===== config.mk =====
export PLATFORM = sky130hd
export DESIGN_NAME = uart_reg_controller_flat
export DESIGN_NICKNAME = d
export VERILOG_FILES = /design/src/rtl/uart_reg_controller_if.sv /design/src/rtl/uart_reg_controller.sv /design/src/flat_wrapper.sv
export SDC_FILE = /design/constraint.sdc
export NUM_CORES = 1
export LEC_CHECK = 0
export BUFFER_PORTS_ARGS = -buffer_cell sky130_fd_sc_hd__buf_2
export CAP_MARGIN = 0
export CORE_MARGIN = 1
export CORE_UTILIZATION = 40
export CTS_CLUSTER_DIAMETER = 80
export DETAILED_ROUTE_END_ITERATION = 6
export MAX_ROUTING_LAYER = met4
export PLACE_DENSITY_LB_ADDON = 0.25
export RECOVER_POWER = 100
export SLEW_MARGIN = 20
export SYNTH_ARGS = -nofsm -noshare
export SYNTH_HDL_FRONTEND = slang
export SYNTH_SLANG_ARGS = --single-unit

===== constraint.sdc =====
create_clock -name clk -period 3.9 [get_ports clk]
set_input_delay 0.975 -clock clk [delete_from_list [all_inputs] [get_ports clk]]
set_output_delay 0.975 -clock clk [all_outputs]
set_load 0.01 [all_outputs]

===== src/rtl/uart_reg_controller_if.sv =====
// CPU-side register bus of the UART register controller: chip select, direction,
// register offset and the write/read data paths.
interface uart_reg_controller_if #(
  parameter int DATA_WIDTH = 8
);
  logic                  cs;
  logic                  we;
  logic [1:0]            addr_offset;
  logic [DATA_WIDTH-1:0] data_in;
  logic [DATA_WIDTH-1:0] data_out;

  modport master (output cs, we, addr_offset, data_in, input data_out);
  modport slave  (input cs, we, addr_offset, data_in, output data_out);
endinterface


===== src/rtl/uart_reg_controller.sv =====
// Register front end for the UART engines: CONFIG/STATUS/DATA/COMMAND decode,
// TX/RX byte FIFOs, TX start/busy sequencer and sticky error flags.
module uart_reg_controller #(
  parameter int DATA_WIDTH    = 8,
  parameter int TX_FIFO_DEPTH = 4,
  parameter int RX_FIFO_DEPTH = 4
) (
  input  logic                  clk,
  input  logic                  reset,
  uart_reg_controller_if.slave  bus,
  output logic                  tx_start,
  output logic [DATA_WIDTH-1:0] tx_data,
  input  logic                  tx_busy,
  input  logic                  rx_valid,
  input  logic [DATA_WIDTH-1:0] rx_data,
  input  logic                  rx_frame_err,
  output logic                  irq
);

  typedef enum logic [1:0] {
    REG_CONFIG  = 2'b00,
    REG_STATUS  = 2'b01,
    REG_DATA    = 2'b10,
    REG_COMMAND = 2'b11
  } uart_reg_offset_e;

  typedef enum logic [1:0] {TX_IDLE, TX_START, TX_SETTLE, TX_WAIT} tx_state_e;

  localparam int TX_AW = $clog2(TX_FIFO_DEPTH);
  localparam int RX_AW = $clog2(RX_FIFO_DEPTH);
  localparam int TX_PW = TX_AW + 1;
  localparam int RX_PW = RX_AW + 1;

  logic [DATA_WIDTH-1:0] r_tx_mem [TX_FIFO_DEPTH];
  logic [DATA_WIDTH-1:0] r_rx_mem [RX_FIFO_DEPTH];
  logic [TX_PW-1:0]      r_tx_wr, r_tx_rd;
  logic [RX_PW-1:0]      r_rx_wr, r_rx_rd;
  logic                  r_tx_en, r_rx_en, r_irq_en;
  logic                  r_rx_ovr, r_ferr, r_tx_ovf;
  logic                  r_tx_start;
  logic [DATA_WIDTH-1:0] r_tx_data;
  logic [DATA_WIDTH-1:0] r_data_out;
  tx_state_e             r_state;

  uart_reg_offset_e      w_offset;
  logic                  w_wr, w_rd, w_data_wr, w_data_rd, w_cfg_wr, w_cmd_wr;
  logic                  w_tx_flush, w_rx_flush, w_clr_sticky;
  logic                  w_tx_empty, w_tx_full, w_tx_pop, w_tx_push, w_tx_ovf;
  logic                  w_rx_empty, w_rx_full, w_rx_take, w_rx_pop, w_rx_push, w_rx_ovr;
  logic                  w_ferr;
  logic [7:0]            w_status;
  logic [DATA_WIDTH-1:0] w_rd_data;

  assign w_offset     = uart_reg_offset_e'(bus.addr_offset);
  assign w_wr         = bus.cs & bus.we;
  assign w_rd         = bus.cs & ~bus.we;
  assign w_cfg_wr     = w_wr & (w_offset == REG_CONFIG);
  assign w_data_wr    = w_wr & (w_offset == REG_DATA);
  assign w_data_rd    = w_rd & (w_offset == REG_DATA);
  assign w_cmd_wr     = w_wr & (w_offset == REG_COMMAND);
  assign w_tx_flush   = w_cmd_wr & bus.data_in[0];
  assign w_rx_flush   = w_cmd_wr & bus.data_in[1];
  assign w_clr_sticky = w_cmd_wr & bus.data_in[2];

  // Full when the wrap bits differ but the index bits match.
  assign w_tx_empty = (r_tx_wr == r_tx_rd);
  assign w_tx_full  = (r_tx_wr[TX_AW] != r_tx_rd[TX_AW]) &&
                      (r_tx_wr[TX_AW-1:0] == r_tx_rd[TX_AW-1:0]);
  assign w_rx_empty = (r_rx_wr == r_rx_rd);
  assign w_rx_full  = (r_rx_wr[RX_AW] != r_rx_rd[RX_AW]) &&
                      (r_rx_wr[RX_AW-1:0] == r_rx_rd[RX_AW-1:0]);

  // A same-cycle sequencer pop frees a slot, so a write to a full FIFO still lands.
  assign w_tx_pop  = (r_state == TX_IDLE) & r_tx_en & ~w_tx_empty & ~w_tx_flush;
  assign w_tx_push = w_data_wr & (~w_tx_full | w_tx_pop);
  assign w_tx_ovf  = w_data_wr & w_tx_full & ~w_tx_pop;

  assign w_rx_take = rx_valid & r_rx_en & ~rx_frame_err;
  assign w_rx_pop  = w_data_rd & ~w_rx_empty;
  assign w_rx_push = w_rx_take & (~w_rx_full | w_rx_pop);
  assign w_rx_ovr  = w_rx_take & w_rx_full & ~w_rx_pop;
  assign w_ferr    = rx_valid & rx_frame_err;

  assign w_status = {1'b0, (r_state != TX_IDLE), r_tx_ovf, r_ferr, r_rx_ovr,
                     ~w_rx_empty, w_tx_full, w_tx_empty};

  // NOTE: every signal assigned in always_comb gets a default first so no latch is inferred.
  always_comb begin
    w_rd_data = '0;
    case (w_offset)
      REG_CONFIG:  w_rd_data = DATA_WIDTH'({r_irq_en, r_rx_en, r_tx_en});
      REG_STATUS:  w_rd_data = DATA_WIDTH'(w_status);
      REG_DATA:    w_rd_data = w_rx_empty ? '0 : r_rx_mem[r_rx_rd[RX_AW-1:0]];
      REG_COMMAND: w_rd_data = '0;
      default:     w_rd_data = '0;
    endcase
  end

  // NOTE: state updates use non-blocking assignments so every register samples pre-edge values.
  always_ff @(posedge clk) begin
    if (reset) begin
      r_tx_wr    <= '0;
      r_tx_rd    <= '0;
      r_rx_wr    <= '0;
      r_rx_rd    <= '0;
      r_tx_en    <= 1'b1;
      r_rx_en    <= 1'b1;
      r_irq_en   <= 1'b0;
      r_rx_ovr   <= 1'b0;
      r_ferr     <= 1'b0;
      r_tx_ovf   <= 1'b0;
      r_data_out <= '0;
    end else begin
      if (w_tx_flush) begin
        r_tx_wr <= '0;
        r_tx_rd <= '0;
      end else begin
        if (w_tx_push) r_tx_wr <= r_tx_wr + TX_PW'(1);
        if (w_tx_pop)  r_tx_rd <= r_tx_rd + TX_PW'(1);
      end
      if (w_rx_flush) begin
        r_rx_wr <= '0;
        r_rx_rd <= '0;
      end else begin
        if (w_rx_push) r_rx_wr <= r_rx_wr + RX_PW'(1);
        if (w_rx_pop)  r_rx_rd <= r_rx_rd + RX_PW'(1);
      end
      if (w_cfg_wr) {r_irq_en, r_rx_en, r_tx_en} <= bus.data_in[2:0];
      if (w_rd)     r_data_out <= w_rd_data;
      // A flag event in the same cycle as a clear leaves the flag set.
      r_rx_ovr <= w_rx_ovr | (r_rx_ovr & ~w_clr_sticky);
      r_ferr   <= w_ferr   | (r_ferr   & ~w_clr_sticky);
      r_tx_ovf <= w_tx_ovf | (r_tx_ovf & ~w_clr_sticky);
    end
  end

  // NOTE: FIFO storage is deliberately not reset; the pointers alone define valid contents.
  always_ff @(posedge clk) begin
    if (w_tx_push) r_tx_mem[r_tx_wr[TX_AW-1:0]] <= bus.data_in;
    if (w_rx_push) r_rx_mem[r_rx_wr[RX_AW-1:0]] <= rx_data;
  end

  always_ff @(posedge clk) begin
    if (reset) begin
      r_state    <= TX_IDLE;
      r_tx_start <= 1'b0;
      r_tx_data  <= '0;
    end else begin
      r_tx_start <= 1'b0;
      case (r_state)
        TX_IDLE: if (w_tx_pop) begin
          r_tx_data  <= r_tx_mem[r_tx_rd[TX_AW-1:0]];
          r_tx_start <= 1'b1;
          r_state    <= TX_START;
        end
        TX_START:  r_state <= TX_SETTLE;
        TX_SETTLE: r_state <= TX_WAIT;
        TX_WAIT:   if (!tx_busy) r_state <= TX_IDLE;
        default:   r_state <= TX_IDLE;
      endcase
    end
  end

  assign bus.data_out = r_data_out;
  assign tx_start     = r_tx_start;
  assign tx_data      = r_tx_data;
  assign irq          = r_irq_en & ~w_rx_empty;

endmodule


===== src/flat_wrapper.sv =====
// flat-port wrapper written by rule: the top's interface ports become plain ports
module uart_reg_controller_flat 
#(
  parameter int DATA_WIDTH    = 8,
  parameter int TX_FIFO_DEPTH = 4,
  parameter int RX_FIFO_DEPTH = 4
)
  (clk, reset, tx_start, tx_data, tx_busy, rx_valid, rx_data, rx_frame_err, irq, bus_cs, bus_we, bus_addr_offset, bus_data_in, bus_data_out);
  uart_reg_controller_if #(.DATA_WIDTH(DATA_WIDTH)) bus_i ();
  input  logic clk;
  input  logic reset;
  output logic tx_start;
  output logic [DATA_WIDTH-1:0] tx_data;
  input  logic tx_busy;
  input  logic rx_valid;
  input  logic [DATA_WIDTH-1:0] rx_data;
  input  logic rx_frame_err;
  output logic irq;
  input wire logic [$bits(bus_i.cs)-1:0] bus_cs;
  input wire logic [$bits(bus_i.we)-1:0] bus_we;
  input wire logic [$bits(bus_i.addr_offset)-1:0] bus_addr_offset;
  input wire logic [$bits(bus_i.data_in)-1:0] bus_data_in;
  output wire logic [$bits(bus_i.data_out)-1:0] bus_data_out;
  assign bus_i.cs = bus_cs;
  assign bus_i.we = bus_we;
  assign bus_i.addr_offset = bus_addr_offset;
  assign bus_i.data_in = bus_data_in;
  assign bus_data_out = bus_i.data_out;
  uart_reg_controller #(.DATA_WIDTH(DATA_WIDTH), .TX_FIFO_DEPTH(TX_FIFO_DEPTH), .RX_FIFO_DEPTH(RX_FIFO_DEPTH)) u_core (.clk(clk), .reset(reset), .bus(bus_i), .tx_start(tx_start), .tx_data(tx_data), .tx_busy(tx_busy), .rx_valid(rx_valid), .rx_data(rx_data), .rx_frame_err(rx_frame_err), .irq(irq));
endmodule

Yosys cells after proc, flatten, opt, wreduce, memory -nomap -nowiden
Memories as Yosys holds them, arrays and structs flattened. A register that Yosys moved wholly into a read port is not among the register bits. Cells that the tools add are included.

Register bits: 29. Latch bits: 0. Memory bits (writable): 64. Bits in read-only memories: 0. Input bits: 25. Logic and storage cells: 97. Memories: 2.

Memories: u_core.r_rx_mem (depth 4, width 8, read ports 1, clocked after Yosys merged registers in 1, write ports 1, line uart_reg_controller.sv:35) `logic [DATA_WIDTH-1:0] r_rx_mem [RX_FIFO_DEPTH];`; u_core.r_tx_mem (depth 4, width 8, read ports 1, clocked after Yosys merged registers in 1, write ports 1, line uart_reg_controller.sv:34) `logic [DATA_WIDTH-1:0] r_tx_mem [TX_FIFO_DEPTH];`.

$add $sub $neg: 4. Multipliers: 0. Divide/modulo/power cells: 0. $lt $le $gt $ge: 0. Equal/unequal tests: 14. Shifts and indexed selects: 0. Mux-type cells: 12. Bitwise operators: 42. Reductions and logical operators: 10.

Operator list (number): 8-bit case mux with 4 select lines (1); 1-bit bitwise AND (26); 3-bit by 1-bit adder with 3-bit output (second input constant) (4); 1-bit inverter (11); 2-bit == test (second input constant) (4); 2-bit 2-to-1 mux (4); 8-bit 2-to-1 mux (1); 2-bit case mux with 4 select lines (1); 3-bit == test (2); 2-bit OR reduction (3); 1-bit 2-to-1 mux (5); 1-bit bitwise OR (5); 2-bit by 1-bit == test with 1-bit output (second input constant) (2); 2-bit == test (2); 2-bit zero test (2); 2-bit AND reduction (2); 1-bit logical AND (2); 1-bit != test (2); 2-bit by 1-bit != test with 1-bit output (second input constant) (1); 2-bit != test (second input constant) (1); 2-bit nonzero test (1).

Depth between registers and ports, before layout
Gate-level depths: netlist (run 1).

Depth in word-level cells: 9. Gate-level depth with buffers: 7. Gate-level depth less buffers: 6.

Least setup slack after synthesis (run 1)
OpenSTA, ideal clock, no wires.

Path type: input port to flip-flop. From: input port bus_cs. To: memory u_core.r_tx_mem[0][0] (enable). Library setup time: 0.332 ns. Arrival: 2.142 ns. Required time: 3.568 ns. Slack: 1.427 ns. Stages on the path: 5. Path buffers: 1. Cells stage by stage: and4_1 -> buf_6 -> a21o_1 -> a21boi_1 -> and2_1.

Cells in the longest elaborated chain, start to end: 9. Elaborated cells on any way between the ends: 10. Classes of those cells: 2 x mux; 8 x bitwise.

RTL lines: start: declaration (line flat_wrapper.sv:19) `input wire logic [$bits(bus_i.cs)-1:0] bus_cs;`; 1-bit bitwise AND * (line uart_reg_controller.sv:55) `assign w_wr = bus.cs & bus.we;`; 1-bit bitwise AND (line uart_reg_controller.sv:60) `assign w_cmd_wr = w_wr & (w_offset == REG_COMMAND);`; 1-bit bitwise AND (line uart_reg_controller.sv:61) `assign w_tx_flush = w_cmd_wr & bus.data_in[0];`; 1-bit inverter (line uart_reg_controller.sv:74) `assign w_tx_pop = (r_state == TX_IDLE) & r_tx_en & ~w_tx_empty & ~w_tx_flush;`; 1-bit bitwise AND (line uart_reg_controller.sv:74); 1-bit bitwise OR (line uart_reg_controller.sv:75) `assign w_tx_push = w_data_wr & (~w_tx_full | w_tx_pop);`; 1-bit bitwise AND * (line uart_reg_controller.sv:75); 1-bit 2-to-1 mux * (line uart_reg_controller.sv:139) `if (w_tx_push) r_tx_mem[r_tx_wr[TX_AW-1:0]] <= bus.data_in;`; 1-bit 2-to-1 mux (implied by the code) * (line uart_reg_controller.sv:139); end: declaration (line uart_reg_controller.sv:34).

Every way passes the cells marked *; elsewhere a longest branch is shown, timed or not.

Worst setup path in the final report (run 1)
From: input port bus_addr_offset[0]. To: memory u_core.r_tx_mem[0][2] (enable).

Cells in the longest elaborated chain, start to end: 9. Elaborated cells on any way between the ends: 11. Classes of those cells: 2 x eq/ne; 2 x mux; 7 x bitwise.

RTL lines: start: declaration (line flat_wrapper.sv:21) `input wire logic [$bits(bus_i.addr_offset)-1:0] bus_addr_offset;`; 2-bit == test (line uart_reg_controller.sv:60); 1-bit bitwise AND (line uart_reg_controller.sv:60); 1-bit bitwise AND (line uart_reg_controller.sv:61); 1-bit inverter (line uart_reg_controller.sv:74); 1-bit bitwise AND (line uart_reg_controller.sv:74); 1-bit bitwise OR (line uart_reg_controller.sv:75); 1-bit bitwise AND * (line uart_reg_controller.sv:75); 1-bit 2-to-1 mux * (line uart_reg_controller.sv:139); 1-bit 2-to-1 mux (implied by the code) * (line uart_reg_controller.sv:139).

Marked as above.

==> reports/results.txt, run 1 <==
Outcome: completed
Synth area leader: edfxtp_1
Starting DRC count in detailed routing: 112
Area Overhead vs Synth: 10.6%
Part of the cycle the worst path needs: 76.0%
Max Slew Vio Count: 0
Antenna violations before repair: 0
Ys Warns: 0
DRT antenna net count: 0
Sum Neg Setup Slack: 0 ns
Commonest cells post-synth: edfxtp_1, dfxtp_1, a21oi_1
Via-to-Cell Ratio: 5.30
R2R Setup Slk: 1.24 ns
Slew @ Worst Pin: 0.909 ns
Crit Path Max Fanout: 17
# diodes: 0
Power density of the placed cells: 449 nW/um^2
Top cells by area, synth: edfxtp_1, dfxtp_1, mux4_2
Synthesized instance count: 316
Setup crit end kind: flop
CTS tree: done
Leakage power: 0.00159 uW
Mean Syn Cell Area: 13.7 sq um
Htree depth: 3
Cts bufs inserted: 9
Share of layout cells above drive strength 1: 11.6%
Post-cts resize count: 0
Netlist Area Pre-Place: 4330 sq um
Crit path cell chain: clkbuf_1 > and4_1 > a21o_1 > a21boi_0 > and2_0
Largest net degree at the start of global routing: 31
Max Cap Viol: 0
IO Pins: 43
Setup bufs post-CTS: 0
Routed wire length: 8420 microns
Fin nets: 397
Fill count: 950
Chip Height: 106 microns
Worst Skew: 0.0127 ns
Slowest CP cell: a21boi_0
Core area: 10400 sq um
First-pass GRT wire length: 13500 microns
Delay-heaviest family, CP: compound AO/OA/AOI/OAI gates
Delay of the slowest critical-path stage: 0.61 ns
Number of global-route vias before repair: 2655
Fin util: 46.0%
GRT Residual Overflow: 0
Fmax: 338 MHz
Total power: 2150 uW
Via count: 2647
Wire per inst: 16.9 microns
Critical Path AT: 2.97 ns
Worst min path class: flop to flop
Initial Utilization: 41.6%
Total global-route track usage: 16.5%
Post-synthesis async set-or-reset flop share: 0%
Synth unique cells: 42
Clock Latency Late Sink: 0.37 ns
Count leader, synth: edfxtp_1
CP startpoint kind: input pin
Drt first pass iters: 4
Max-slew headroom: 38.6%
Data required, critical path: 3.91 ns
Clk slew on worst S/H paths: 0.10 ns
Clk root buf: clkbuf_8
Port buffer count: 42
Die Width: 106 microns
Critical path class: input pin to flop
Syn nets: 355
Crit path time final: 2.96 ns
VDD IR max: 236 uV
Flops & latches, synth: 103
Clk sinks: 103
Worst Path Buf+Inv: 1
Final Hold Vio Count: 0
Top-area cell type share of the netlist area: 44.4%
Register area share after synthesis: 62.4%
Final setup viols: 0
Hold buffers post-CTS: 0
Drc violations: 0
Maximum clock path buffer count: 2
Synth Flop Type: edfxtp_1
Post-synth EDFFs: 64
Die area: 11200 sq um
Row Count: 37
GP Congestion: 0.780
Final HPWL DP: 5990 microns
RSZ-0062 raised after global routing: false
[where the power goes]
part	total (uW)	internal [uW]	switching, uW
clock network	611	239	372
logic	302	116	185
registers	1240	1200	39.2
[final timing paths]
path                                                     startpoint                                  end  cells after the start
worst max register to register       u_core.r_tx_rd[0]$_SDFFE_PP0P_      u_core.r_tx_mem[0][2]$_DFFE_PP_                      4
worst min-delay path            u_core.bus.data_out[7]$_SDFFE_PP0N_  u_core.bus.data_out[7]$_SDFFE_PP0N_                      2
worst min register to register  u_core.bus.data_out[7]$_SDFFE_PP0N_  u_core.bus.data_out[7]$_SDFFE_PP0N_                      2
worst max-delay path                             bus_addr_offset[0]      u_core.r_tx_mem[0][2]$_DFFE_PP_                      5
[layout by cell type (no fill, tap or decap), types with 3 or more instances in the layout]
| master | instances |
|---|---|
| edfxtp_1 | 64 |
| dfxtp_1 | 39 |
| clkbuf_1 | 35 |
| a21oi_1 | 21 |
| mux4_2 | 16 |
| nor2_1 | 15 |
| nand2_1 | 14 |
| nand3_1 | 14 |
| o21ai_0 | 14 |
| ha_1 | 14 |
| inv_1 | 10 |
| clkbuf_8 | 9 |
| buf_2 | 8 |
| xor2_1 | 7 |
| nand2b_1 | 7 |
| mux2i_1 | 7 |
| a22oi_1 | 6 |
| nor2b_1 | 5 |
| a211oi_1 | 5 |
| xnor2_1 | 4 |
| nor3_1 | 4 |
| and2_0 | 4 |
| or4_1 | 3 |
| and3_1 | 3 |
| or3_1 | 3 |
[cell families (layout without fill, tap and decap cells)]
logic type      after synthesis  count (layout)  synth area share (%)
mux                          23              23                  9.94
buf+inv                      23              70                  2.28
simple gates                 80              80                  9.86
compound gates               62              62                  9.22
xor+xnor                     11              11                  2.23
fa+ha+maj                    14              14                  4.05
flops                       103             103                  62.4
[metrics by stage]
step           worst slack, ns  hold slack [ns]  std cells  cell area (sq um)
2_1_floorplan             1.43            0.454        316               4330
3_3_place_gp             0.981            0.455        483               4660
3_5_place_dp             0.890            0.465        483               4660
4_1_cts                   1.20            0.481        499               4840
5_1_grt                  0.782            0.516        499               4790
6_report                 0.937            0.482        499               4790
[metal layers]
metal / track usage, % / up-vias / share of wire [%]
met1: 18.5 / 1301 / 44
met2: 29.0 / 54 / 51
met5: - / - / 0
met3: 4.11 / 11 / 3.4
li1: - / 1281 / -
met4: 5.36 / 0 / 1.6
[tightest hold or removal path: stages (launching register included)]
cell      delay, ns
dfxtp_1        0.32
nand2b_1       0.06
a21oi_1        0.06
[cell type report]
cell class / instances / area (sq um) / area share, %
clock inverters: 7 / 56.3 / 1.18
clock buffers: 9 / 124 / 2.59
multi-input cells: 190 / 1520 / 31.7
well taps: 136 / 170 / 3.55
inverters: 10 / 37.5 / 0.784
repair buffers: 44 / 179 / 3.74
flip-flops and latches: 103 / 2700 / 56.4
[sequential cells by signal (all words and copies together), names as in the netlist, named ones only]
signal and count:
u_core.bus.data_out 8, u_core.r_ferr 1, u_core.r_irq_en 1, u_core.r_rx_en 1, u_core.r_rx_mem 32, u_core.r_rx_ovr 1
u_core.r_rx_rd 3, u_core.r_rx_wr 3, u_core.r_state 2, u_core.r_tx_en 1, u_core.r_tx_mem 32, u_core.r_tx_ovf 1
u_core.r_tx_rd 3, u_core.r_tx_wr 3, u_core.tx_data 8, u_core.tx_start 1
Note: power is estimated with default switching activity, not from simulation.
==> inputs of run 2 (changes only) <==
==> constraint.sdc (replaced) <==
create_clock -name clk -period 2.95 [get_ports clk]
set_input_delay 0.7375 -clock clk [delete_from_list [all_inputs] [get_ports clk]]
set_output_delay 0.7375 -clock clk [all_outputs]
set_load 0.01 [all_outputs]
==> reports/results.txt, run 2 (synthesized netlist as in run 1, its figures left out) <==
Final Hold Vio Count: 0
Leakage power: 0.00163 uW
Clock Latency Late Sink: 0.37 ns
Chip Height: 106 microns
Max Slew Vio Count: 0
Cell Area, Placed: 4690 sq um
Maximum clock path buffer count: 2
GRT Residual Overflow: 0
Fmax: 403 MHz
Row Count: 37
Worst Skew: 0.0122 ns
Cts bufs inserted: 9
Slowest CP cell: dfxtp_1
Wire per inst: 16.5 microns
Sum Neg Setup Slack: 0 ns
CP startpoint kind: flop
Clk sinks: 103
Met1 Usage GRT: 19.2%
RSZ-0062 raised after global routing: false
GR peak layer: met2
Routed wire length: 8290 microns
Drc violations: 0
Delay of the slowest critical-path stage: 0.82 ns
Setup bufs post-CTS: 0
Clk slew on worst S/H paths: 0.10 ns
GRT met3 Usage: 5.21%
Setup crit end kind: flop
Core area: 10400 sq um
First-pass GRT wire length: 13600 microns
Max-slew headroom: 38.7%
Power density of the placed cells: 614 nW/um^2
Met2 Usage GRT: 28.6%
Max Cap Viol: 0
Data required, critical path: 2.97 ns
Final HPWL DP: 6070 microns
Critical path class: flop to flop
Crit path cell chain: xor2_1 > nor3_1 > a21boi_0 > and2_1
Design area: 4840 sq um
Worst Path Buf+Inv: 0
Commonest non-fill, non-tap cell in the layout: edfxtp_1
Share of layout cells above drive strength 1: 12.0%
Largest net degree at the start of global routing: 31
Htree depth: 3
Worst min path class: flop to flop
Area Overhead vs Synth: 11.7%
Port buffer count: 42
IO Pins: 43
Die area: 11200 sq um
Clk root buf: clkbuf_8
Fin nets: 401
Starting DRC count in detailed routing: 149
# diodes: 0
Total global-route track usage: 16.7%
VDD IR max: 368 uV
Final setup viols: 0
DRT antenna net count: 0
Outcome: completed
Most frequent cells in the layout: edfxtp_1, dfxtp_1, clkbuf_1
Part of the cycle the worst path needs: 84.0%
GP Congestion: 0.792
Delay-heaviest family, CP: flip-flops
Fill count: 961
Crit Path Max Fanout: 13
Via-to-Cell Ratio: 5.22
CTS tree: done
Number of global-route vias before repair: 2624
Post-cts resize count: 0
Slew @ Worst Pin: 0.910 ns
Initial Utilization: 41.6%
Antenna violations before repair: 0
Drt first pass iters: 4
Critical Path AT: 2.50 ns
Crit path time final: 2.48 ns
Hold buffers post-CTS: 0
Via count: 2628
Die Width: 106 microns
run 2: changes by cell type in the layout (fill, tap and decap cells not counted), sizes merged:
cell | previous run | this run
clkinvlp | 2 | 0
buf | 9 | 11
bufinv | 0 | 1
inv | 12 | 13
clkbuf | 44 | 46
run 2: worst min-delay path: stages, from the launching register on:
cell	delay [ns]
dfxtp_1	0.32
nand2b_1	0.06
a21oi_1	0.06
run 2: area by class of cell:
type	count	area, sq um	share of cell area [%]
sequential	103	2700	55.9
clock buffer	9	124	2.56
timing repair buffer	48	201	4.16
inverter	10	37.5	0.776
multi-input combinational	190	1510	31.3
clock inverter	7	87.6	1.81
tap	136	170	3.52
run 2: worst paths after layout:
check                                                         start                                  end  slack [ns]  cells past startpoint
worst max-delay path                 u_core.r_tx_rd[0]$_SDFFE_PP0P_      u_core.r_tx_mem[2][5]$_DFFE_PP_        0.47                      4
worst min-delay path            u_core.bus.data_out[7]$_SDFFE_PP0N_  u_core.bus.data_out[7]$_SDFFE_PP0N_        0.48                      2
worst max register to register       u_core.r_tx_rd[0]$_SDFFE_PP0P_      u_core.r_tx_mem[2][5]$_DFFE_PP_        0.47                      4
worst min register to register  u_core.bus.data_out[7]$_SDFFE_PP0N_  u_core.bus.data_out[7]$_SDFFE_PP0N_        0.48                      2
run 2: through the flow:
step	cells	hold WS, ns	util [%]	worst slack [ns]	total power (uW)
4_1_cts	503	0.479	47.1	0.445	3020
3_5_place_dp	487	0.463	45.1	0.408	2100
5_1_grt	503	0.512	46.4	0.214	3120
3_3_place_gp	487	0.457	45.1	0.502	2090
2_1_floorplan	316	0.454	-	0.714	1950
6_report	503	0.478	46.4	0.471	2970
run 2: routing by layer:
layer	share of wire, %	vias to the layer above
met5	0	-
met4	1.1	0
met3	3.1	8
met2	51	51
met1	44	1282
li1	-	1287
run 2: where the power goes:
part,switching [uW],internal (uW)
clock,508,412
sequential,52.3,1580
combinational,252,165
==> inputs of run 3 (changes only) <==
==> constraint.sdc (replaced) <==
create_clock -name clk -period 2.4 [get_ports clk]
set_input_delay 0.6 -clock clk [delete_from_list [all_inputs] [get_ports clk]]
set_output_delay 0.6 -clock clk [all_outputs]
set_load 0.01 [all_outputs]
==> reports/results.txt, run 3 (synthesized netlist as in run 1, its figures left out) <==
Cts bufs inserted: 9
Worst r2r src: u_core.r_state[0]$_SDFFE_PP0P_
Worst Path Buf+Inv: 1
Final Hold Vio Count: 0
Final HPWL DP: 6220 microns
Commonest non-fill, non-tap cell in the layout: edfxtp_1
Antenna violations before repair: 0
Clk root buf: clkbuf_8
Multi-input gate area: 1520 sq um
Combinational share of power: 15.3%
IO Pins: 43
GRT Residual Overflow: 0
Starting DRC count in detailed routing: 147
Hold endpoint: u_core.bus.data_out[7]$_SDFFE_PP0N_
Maximum clock path buffer count: 2
Clk pwr share: 31.0%
Htree depth: 3
Wire per inst: 16.7 microns
Int Pwr: 2670 uW
Fmax: 436 MHz
Critical Path AT: 1.69 ns
Via count: 2684
Slew @ Worst Pin: 0.871 ns
RSZ-0062 raised after global routing: false
Cell Area, Placed: 4750 sq um
Total power: 3690 uW
Delay of the slowest critical-path stage: 0.41 ns
Total global-route track usage: 17.0%
First-pass GRT wire length: 14100 microns
Die Width: 106 microns
Setup bufs post-CTS: 0
Delay-heaviest family, CP: simple AND/OR/NAND/NOR gates
Met2 Usage GRT: 29.7%
Max-slew headroom: 41.4%
Initial Utilization: 41.6%
GP Congestion: 0.782
Worst Skew: 0.0106 ns
Register area: 2700 sq um
R2R Setup Slk: 0.19 ns
VDD IR max: 373 uV
Number of global-route vias before repair: 2755
Data required, critical path: 1.80 ns
Met1 Usage GRT: 20.1%
Fin util: 47.0%
Routed wire length: 8560 microns
Crit path time final: 2.29 ns
Clock Latency Late Sink: 0.37 ns
GR peak layer: met2
Placed Cells: 495
CP startpoint kind: flop
GRT met3 Usage: 3.49%
Outcome: completed
Row Count: 37
Cell count of the worst reg-to-reg path: 7
Max Slew Vio Count: 0
Critical path class: flop to primary output
Chip Height: 106 microns
Setup crit end kind: primary output
Leakage power: 0.00166 uW
Part of the cycle the worst path needs: 95.5%
Max Cap Viol: 0
Crit Path Max Fanout: 5
Drt first pass iters: 4
Fin nets: 409
Share of layout cells above drive strength 1: 13.9%
Via-to-Cell Ratio: 5.25
Worst hold path depth: 2
CTS tree: done
Worst min path class: flop to flop
Drc violations: 0
Slowest CP cell: or3_1
Power density of the placed cells: 754 nW/um^2
Design area: 4900 sq um
Port buffer count: 42
DRT antenna net count: 0
Crit path cell chain: xor2_1 > or3_1 > and2_1 > buf_2
Largest net degree at the start of global routing: 31
Area Overhead vs Synth: 13.2%
Fin cells: 511
Die area: 11200 sq um
Core area: 10400 sq um
Worst hold start: u_core.bus.data_out[7]$_SDFFE_PP0N_
Sum Neg Setup Slack: 0 ns
Seq pwr share: 53.7%
Fill count: 934
Clk sinks: 103
Reg-to-reg endpoint: u_core.r_tx_mem[3][2]$_DFFE_PP_
Most frequent cells in the layout: edfxtp_1, dfxtp_1, clkbuf_1
# diodes: 0
Clk slew on worst S/H paths: 0.11 ns
Final setup viols: 0
Sw Ratio: 27.7%
Switching Power: 1020 uW
[run 3: worst register-to-register path: stages (launching register included)]
cell      delay [ns]
dfxtp_1         0.34
inv_1           0.10
ha_1            0.25
nand2_1         0.11
a21o_1          0.17
clkbuf_1        0.28
a21oi_1         0.33
clkbuf_2        0.31
[run 3: how the worst max path moves through the flow]
stage / start / end / cells after the start
2_1_floorplan: bus_cs / u_core.r_tx_mem[0][0]$_DFFE_PP_ / 5
3_5_place_dp: bus_addr_offset[0] / u_core.r_rx_mem[0][6]$_DFFE_PP_ / 5
6_report: u_core.r_rx_wr[0]$_SDFFE_PP0N_ / irq / 4
3_3_place_gp: bus_addr_offset[0] / u_core.r_rx_mem[0][6]$_DFFE_PP_ / 5
5_1_grt: u_core.r_state[0]$_SDFFE_PP0P_ / u_core.r_tx_mem[3][2]$_DFFE_PP_ / 7
4_1_cts: u_core.r_rx_wr[0]$_SDFFE_PP0N_ / irq / 4
[run 3: through the flow]
stage | hold WS [ns] | setup WS (ns)
after floorplan | 0.454 | 0.302
after detailed placement | 0.461 | 0.184
after global placement | 0.459 | 0.208
final | 0.477 | 0.109
after CTS | 0.435 | 0.0711
after global routing | 0.492 | 0.00731
[run 3: power groups by stage]
| stage | registers [uW] | clock network [uW] | logic, uW |
|---|---|---|---|
| after CTS | 1980 | 1170 | 598 |
| after global routing | 1990 | 1250 | 630 |
| after detailed placement | 2020 | 0 | 596 |
| after global placement | 2020 | 0 | 580 |
| after floorplan | 2030 | 0 | 362 |
| final | 1980 | 1150 | 564 |
[run 3: cell type report]
cell class / instances / area share, %
tap: 136 / 3.47
sequential: 103 / 55.2
inverter: 10 / 0.766
clock buffer: 9 / 2.53
multi-input combinational: 190 / 31.1
clock inverter: 7 / 1.86
timing repair buffer: 56 / 5.16
[run 3: per-layer routing]
metal	part of all wire [%]	up-vias	wire length, microns
met1	44	1325	3800
met2	51	49	4400
li1	-	1301	-
met5	0	-	0
met3	3.0	9	258
met4	1.2	0	104
[run 3: timing repair]
| action | CTS | global route |
|---|---|---|
| setup endpoints to repair | 0 | 1 |
| hold buffers | 0 | 0 |
| gates resized for setup | 0 | 2 |
